File: config.mk
export PLATFORM = sky130hd
export DESIGN_NAME = reg_lane_bank_flat
export DESIGN_NICKNAME = d
export VERILOG_FILES = /design/src/rtl/reg_lane_bank_if.sv /design/src/rtl/reg_lane_bank.sv /design/src/flat_wrapper.sv
export SDC_FILE = /design/constraint.sdc
export NUM_CORES = 1
export LEC_CHECK = 0
export BUFFER_PORTS_ARGS = -buffer_cell sky130_fd_sc_hd__buf_2
export CELL_PAD_IN_SITES_DETAIL_PLACEMENT = 1
export CELL_PAD_IN_SITES_GLOBAL_PLACEMENT = 2
export CORE_ASPECT_RATIO = 1.1
export CORE_MARGIN = 4
export CORE_UTILIZATION = 30
export DETAILED_ROUTE_END_ITERATION = 8
export GPL_TIMING_DRIVEN = 1
export PLACE_DENSITY_LB_ADDON = 0.12
export RECOVER_POWER = 100
export SLEW_MARGIN = 20
export SYNTH_ARGS = -nofsm -noshare
export SYNTH_HDL_FRONTEND = slang
export SYNTH_SLANG_ARGS = --single-unit
export TNS_END_PERCENT = 5
File: constraint.sdc
create_clock -name CLK -period 3.3 [get_ports CLK]
set_clock_uncertainty 0.15 [all_clocks]
set_input_delay 0.66 -clock CLK [delete_from_list [all_inputs] [get_ports CLK]]
set_output_delay 0.66 -clock CLK [all_outputs]
set_load 0.1 [all_outputs]
File: src/rtl/reg_lane_bank_if.sv
// Bus bundle for reg_lane_bank: request strobes, load/shift data and the
// registered outputs. The slave modport is the register bank; the master
// modport is the round logic or key path that drives it.
interface reg_lane_bank_if #(
    parameter int LANES  = 10,
    parameter int LANE_W = 8
) ();
    localparam int FILL_W = $clog2(LANES + 1);

    logic                      CLR;
    logic                      LOAD;
    logic [LANES-1:0]          LANE_EN;
    logic                      SHIFT;
    logic                      ROTATE;
    logic [LANES*LANE_W-1:0]   reg_now;
    logic [LANE_W-1:0]         lane_in;
    logic [LANES*LANE_W-1:0]   reg_next;
    logic [FILL_W-1:0]         fill;
    logic                      full;

    modport slave (
        input  CLR, LOAD, LANE_EN, SHIFT, ROTATE, reg_now, lane_in,
        output reg_next, fill, full
    );

    modport master (
        output CLR, LOAD, LANE_EN, SHIFT, ROTATE, reg_now, lane_in,
        input  reg_next, fill, full
    );
endinterface

File: src/rtl/reg_lane_bank.sv
// Lane-structured state register: LANES lanes of LANE_W bits with masked
// parallel load, serial lane shift-in with a saturating fill counter,
// lane rotation toward the MSB and synchronous clear.
// One operation per cycle, priority CLR > LOAD > SHIFT > ROTATE > hold.
module reg_lane_bank #(
    parameter int LANES     = 10,
    parameter int LANE_W    = 8,
    parameter int ROT_LANES = 1
) (
    input  logic            CLK,
    input  logic            RESET,
    reg_lane_bank_if.slave  bus
);
    localparam int FILL_W = $clog2(LANES + 1);
    localparam int DATA_W = LANES * LANE_W;

    logic [DATA_W-1:0] r_data;
    logic [FILL_W-1:0] r_fill;

    logic [DATA_W-1:0] w_load_data;
    logic [DATA_W-1:0] w_shift_data;
    logic [DATA_W-1:0] w_rot_data;
    logic [DATA_W-1:0] w_data_next;
    logic [FILL_W-1:0] w_fill_inc;
    logic [FILL_W-1:0] w_fill_next;
    logic              w_full;

    // Per-lane candidate values for each operation; the priority mux below
    // picks one of them.
    genvar gi;
    generate
        for (gi = 0; gi < LANES; gi++) begin : g_lane
            // Source lane for rotation: lane gi receives lane gi-ROT_LANES (mod LANES).
            localparam int SRC_ROT = (gi + LANES - ROT_LANES) % LANES;

            assign w_load_data[gi*LANE_W +: LANE_W] = bus.LANE_EN[gi]
                ? bus.reg_now[gi*LANE_W +: LANE_W]
                : r_data[gi*LANE_W +: LANE_W];

            if (gi == 0) begin : g_shift_head
                assign w_shift_data[0 +: LANE_W] = bus.lane_in;
            end else begin : g_shift_body
                assign w_shift_data[gi*LANE_W +: LANE_W] = r_data[(gi-1)*LANE_W +: LANE_W];
            end

            assign w_rot_data[gi*LANE_W +: LANE_W] = r_data[SRC_ROT*LANE_W +: LANE_W];
        end
    endgenerate

    // full depends only on the fill register, never on the request inputs.
    assign w_full     = (r_fill == FILL_W'(LANES));
    // Fill saturates at LANES so extra shifts while full keep it pinned.
    assign w_fill_inc = w_full ? r_fill : r_fill + FILL_W'(1);

    // Priority selection of next data and fill; a LOAD with no lanes enabled
    // still wins arbitration and therefore blocks SHIFT/ROTATE.
    always_comb begin
        w_data_next = r_data;
        w_fill_next = r_fill;
        if (bus.CLR) begin
            w_data_next = '0;
            w_fill_next = '0;
        end else if (bus.LOAD) begin
            w_data_next = w_load_data;
            if (&bus.LANE_EN) begin
                w_fill_next = FILL_W'(LANES);
            end
        end else if (bus.SHIFT) begin
            w_data_next = w_shift_data;
            w_fill_next = w_fill_inc;
        end else if (bus.ROTATE) begin
            w_data_next = w_rot_data;
        end
    end

    // State registers with asynchronous clear on RESET.
    always_ff @(posedge CLK or posedge RESET) begin
        if (RESET) begin
            r_data <= '0;
            r_fill <= '0;
        end else begin
            r_data <= w_data_next;
            r_fill <= w_fill_next;
        end
    end

    assign bus.reg_next = r_data;
    assign bus.fill     = r_fill;
    assign bus.full     = w_full;
endmodule
File: src/flat_wrapper.sv
// flat-port wrapper written by rule: the top's interface ports become plain ports
module reg_lane_bank_flat 
#(
    parameter int LANES     = 10,
    parameter int LANE_W    = 8,
    parameter int ROT_LANES = 1
)
  (CLK, RESET, bus_CLR, bus_LOAD, bus_LANE_EN, bus_SHIFT, bus_ROTATE, bus_reg_now, bus_lane_in, bus_reg_next, bus_fill, bus_full);
  reg_lane_bank_if #(.LANES(LANES), .LANE_W(LANE_W)) bus_i ();
  input  logic CLK;
  input  logic RESET;
  input wire logic [$bits(bus_i.CLR)-1:0] bus_CLR;
  input wire logic [$bits(bus_i.LOAD)-1:0] bus_LOAD;
  input wire logic [$bits(bus_i.LANE_EN)-1:0] bus_LANE_EN;
  input wire logic [$bits(bus_i.SHIFT)-1:0] bus_SHIFT;
  input wire logic [$bits(bus_i.ROTATE)-1:0] bus_ROTATE;
  input wire logic [$bits(bus_i.reg_now)-1:0] bus_reg_now;
  input wire logic [$bits(bus_i.lane_in)-1:0] bus_lane_in;
  output wire logic [$bits(bus_i.reg_next)-1:0] bus_reg_next;
  output wire logic [$bits(bus_i.fill)-1:0] bus_fill;
  output wire logic [$bits(bus_i.full)-1:0] bus_full;
  assign bus_i.CLR = bus_CLR;
  assign bus_i.LOAD = bus_LOAD;
  assign bus_i.LANE_EN = bus_LANE_EN;
  assign bus_i.SHIFT = bus_SHIFT;
  assign bus_i.ROTATE = bus_ROTATE;
  assign bus_i.reg_now = bus_reg_now;
  assign bus_i.lane_in = bus_lane_in;
  assign bus_reg_next = bus_i.reg_next;
  assign bus_fill = bus_i.fill;
  assign bus_full = bus_i.full;
  reg_lane_bank #(.LANES(LANES), .LANE_W(LANE_W), .ROT_LANES(ROT_LANES)) u_core (.CLK(CLK), .RESET(RESET), .bus(bus_i));
endmodule
After elaboration in Yosys (flattened, before gate mapping)
Index checks and enable logic that the tools add are counted.
- add/subtract/negate cells: 1
- equal/unequal tests: 13
- multiplexer cells: 19
- reductions and logical operators: 14
- operators with widths (operator ; count):
    $mux W80 ; 4
    $mux W8 ; 10
    $ne A3 B2 Y1 const B ; 11
    $mux W4 ; 5
    $reduce_and A2 Y1 ; 10
    $reduce_and A10 Y1 ; 1
    $add A4 B1 Y4 const B ; 1
    $eq A4 B4 Y1 const B ; 1
    $reduce_bool A4 Y1 ; 1
    $ne A3 B3 Y1 const B ; 1
    $reduce_and A3 Y1 ; 1
    $reduce_bool A3 Y1 ; 1
- register bits after elaboration: 84
- input port bits: 104
- output and inout bits: 85
- logic and storage cells: 58

Logic depth before layout (Yosys ltp)
- depth after elaboration: 5
- gate-level depth with buffers: 6
- gate-level depth less buffers: 6

Worst setup path before layout
No wires, ideal clock.
- path kind: register to output
- from: register u_core.r_fill[1], in the netlist u_core.bus.fill[1]
- to: output port bus_full
- arrival: 2.015 ns
- data required time: 2.490 ns
- path slack: 0.475 ns
- cell stages (with the launch flop): 4
- path buffers: 0
- cell sequence: dfrtp_1 ha_1 nand3b_1 inv_1
- cells in the longest elaborated chain, start to end: 1
- RTL lines (item ; line ; source):
    start, declared ; reg_lane_bank.sv:18 ; logic [FILL_W-1:0] r_fill;
    start signal, assigned ; reg_lane_bank.sv:83 ; r_fill <= w_fill_next;
    $eq A4 B4 Y1 ; reg_lane_bank.sv:51 ; assign w_full = (r_fill == FILL_W'(LANES));
    end, declared ; flat_wrapper.sv:21 ; output wire logic [$bits(bus_i.full)-1:0] bus_full;
Every way passes these cells.

Worst setup path after layout
- from: input port bus_LOAD
- to: register u_core.r_data[14], in the netlist u_core.bus.reg_next[14]
- cells in the longest elaborated chain, start to end: 2
- elaborated cells on any way between the ends: 5
- those cells by class: eq/ne (1); mux (2); reduce/logical (2)
- RTL lines (item ; line ; source):
    start, declared ; flat_wrapper.sv:13 ; input wire logic [$bits(bus_i.LOAD)-1:0] bus_LOAD;
    $ne A3 B2 Y1 (no line), or another cell as far along ; - ;
    $reduce_and A2 Y1 (no line) / $mux W80 (equally long branches) ; - ;
    end signal, assigned ; reg_lane_bank.sv:82 ; r_data <= w_data_next;
    end, declared ; reg_lane_bank.sv:17 ; logic [DATA_W-1:0] r_data;
Several ways; a longest one is shown, not always the timed one.
A chain may end at the register's enable or synchronous reset.

==> results.json <==
{
  "drtIter0Drc": 200,
  "fillers": 1819,
  "fmax_ghz": 0.366,
  "holdCritStartpoint": "u_core.bus.reg_next[61]",
  "grt_max_degree": 70,
  "critPathKind": "in2reg",
  "ctsHoldBuffers": 0,
  "routed_wl_um": 15400,
  "synthesis.nets": 512,
  "clock_sinks": 84,
  "cp-end-kind": "flip-flop",
  "hp-class": "reg2reg",
  "clock_path_buffers": 2,
  "ys_ff_latch": 84,
  "grt_usage_pct": 17.3,
  "die_height_um": 140,
  "synth_edf_count": 0,
  "final_cells": 798,
  "met3WireLength_um": 882,
  "rsz0062_at_grt": "false",
  "p_total_mw": 3.43,
  "reg2reg_slack_ps": 1610,
  "period_share_pct": 82.8,
  "io_buffers": 188,
  "synth_ff_type": "dfrtp_1",
  "timing.rr.start": "u_core.bus.fill[0]",
  "ir_drop_mv": 0.192,
  "initial_utilization_pct": 30.4,
  "ys_types": 28,
  "status": "finished with violations",
  "arrival_ps": 2810,
  "io_pins": 189,
  "crit_slowest_cell": "clkbuf_2",
  "slowest_delay_ps": 790,
  "met1_length_um": 6520,
  "cts_setup_buffers": 0,
  "numCtsBuffers": 9,
  "grt_pass1_wl_um": 24000,
  "drive_above_1_share_pct": 35.6,
  "min_period_ps": 2730,
  "synth_cells": 406,
  "dieArea_mm2": 0.0179,
  "grt_overflow": 0,
  "crit_chain": "buf_4 > clkbuf_2 > nand2b_1 > a21oi_2 > mux2_2",
  "fin_nets": 697,
  "root_buffer": "clkbuf_16",
  "first_pass_iters": 4,
  "dp_cells": 780,
  "wl_met2_um": 7780,
  "yosys_warnings": 0,
  "cts_resized": 0,
  "cts_tree": "yes",
  "maxUsedRoutingLayer": "met5",
  "fp.dieW_um": 128,
  "setup_viol": 0,
  "slew_headroom_pct": -22.6,
  "cp.required_ps": 3380,
  "async_reset_ff_share_pct": 100,
  "r2r_end": "u_core.bus.fill[0]",
  "first_global_vias": 4264,
  "min_path_cells": 1,
  "worstPathMaxFanout": 31,
  "cts.clk_slew.worst_paths_ps": 60,
  "synth_area_mm2": 0.00475,
  "final_antenna_net_count": 0,
  "cap_violations": 1,
  "coreArea_mm2": 0.0156,
  "antenna_found_initial": 4,
  "slew_violations": 40,
  "area_growth_pct": 26.3,
  "tightest_slew_ps": 1830,
  "yosysSeqAreaShare_pct": 44.2,
  "setup_tns_ps": 0,
  "finalHoldViolations": 0,
  "avgSynthCellArea_um2": 11.7,
  "drc": 0,
  "p_leak_nw": 2.95,
  "std_cell_rows": 48,
  "routabilityCongestion": 0.773,
  "ctsHtreeMaxLevel": 3,
  "vias_per_cell": 4.81,
  "num_vias": 3840,
  "failed_checks": "capacitance limit, slew limit",
  "min_to": "u_core.bus.reg_next[61]",
  "insertion_delay_ps": 340,
  "cp-start-kind": "input pin",
  "wl_per_cell_um": 19.3,
  "power_density_mw_per_mm2": 571,
  "r2r_cells": 6,
  "hpwl_um": 11900
}
## routing by layer
metal	vias to the layer above	GRT usage, %
met5	-	0
met4	4	5.36
met3	16	4.35
met2	105	29.1
met1	1921	21.7
li1	1794	-
## registers in the layout, indices dropped and copies added (netlist names)
name                 flops
u_core.bus.reg_next     80
u_core.bus.fill          4
## how the worst max path moves through the flow
stage / startpoint / endpoint / cells past startpoint / slack [ps]
2_1_floorplan: RESET / u_core.bus.fill[0] / 1 / 320
3_3_place_gp: bus_LOAD / u_core.bus.reg_next[71] / 5 / 800
3_5_place_dp: bus_LOAD / u_core.bus.reg_next[65] / 5 / 730
4_1_cts: u_core.bus.fill[0] / bus_full / 5 / 750
5_1_grt: bus_LOAD / u_core.bus.reg_next[65] / 5 / 380
6_report: bus_LOAD / u_core.bus.reg_next[14] / 5 / 570
## Yosys cell counts (all sizes together) (3+ instances only)
library cell	instances	area, µm²
mux2i	80	801
or2b	3	22.5
a211oi	9	67.6
inv	3	11.3
a21oi	12	173
nor2	74	278
clkbuf	4	15.0
buf	19	124
nand2b	9	56.3
mux2	80	901
dfrtp	84	2100
nand4	3	18.8
nor2b	11	68.8
## cells by family after synthesis
family	after synthesis	share of synthesized area [%]
multiplexers	160	35.8
AND/OR/NAND/NOR	107	10.3
flip-flops	84	44.2
buffers and inverters	27	3.24
AO/OA/AOI/OAI	26	5.90
adder cells (fa/ha/maj)	2	0.527
## layout make-up
type	count	area, µm²	share of cell area, %
sequential	84	2100	35.0
tap	200	250	4.17
multi-input combinational	295	2400	40.0
timing repair buffer	197	891	14.8
clock inverter	4	70.1	1.17
antenna	2	5.00	0.0834
clock buffer	12	267	4.44
inverter	4	16.3	0.271
## power by group
| part | internal, mW | leakage, nW | total (mW) | switching (mW) |
|---|---|---|---|---|
| Sequential | 1.11 | 1.11 | 1.19 | 0.0806 |
| Combinational | 0.231 | 1.67 | 1.10 | 0.865 |
| Clock | 0.722 | 0.169 | 1.14 | 0.413 |
| Total | 2.07 | 2.95 | 3.43 | 1.36 |
## critical path: cells and delay by family
family          cells  cell delay [ps]
simple gates        1              160
mux                 1              400
compound gates      1              500
buf+inv             2             1080
## through the flow
| stage | setup WS, ps | hold slack (ps) | utilization [%] | cell area [µm²] |
|---|---|---|---|---|
| floorplan | 325 | 767 | - | 4750 |
| global placement | 796 | 360 | 37.7 | 5890 |
| detailed placement | 729 | 369 | 37.7 | 5890 |
| CTS | 749 | 215 | 39.9 | 6230 |
| global route | 378 | 411 | 38.4 | 6000 |
| finish | 568 | 388 | 38.4 | 6000 |
## cells in the final DEF, fill, tap and decap left out, types with 2 or more instances in the layout
cell type,count
dfrtp_1,84
nand4_1,3
buf_2,102
nor2_1,74
or2b_1,3
inv_1,2
or3_1,2
ha_1,2
diode_2,2
a21oi_1,9
mux2i_1,80
clkbuf_16,9
buf_4,5
nand2b_1,9
nor2b_1,11
clkbuf_8,3
a211oi_1,9
clkbuf_1,86
mux2_2,80
bufinv_16,2
clkbuf_2,4
a21oi_2,2
clkinv_2,2
nand3b_1,2
(Power assumes the default switching activity.)
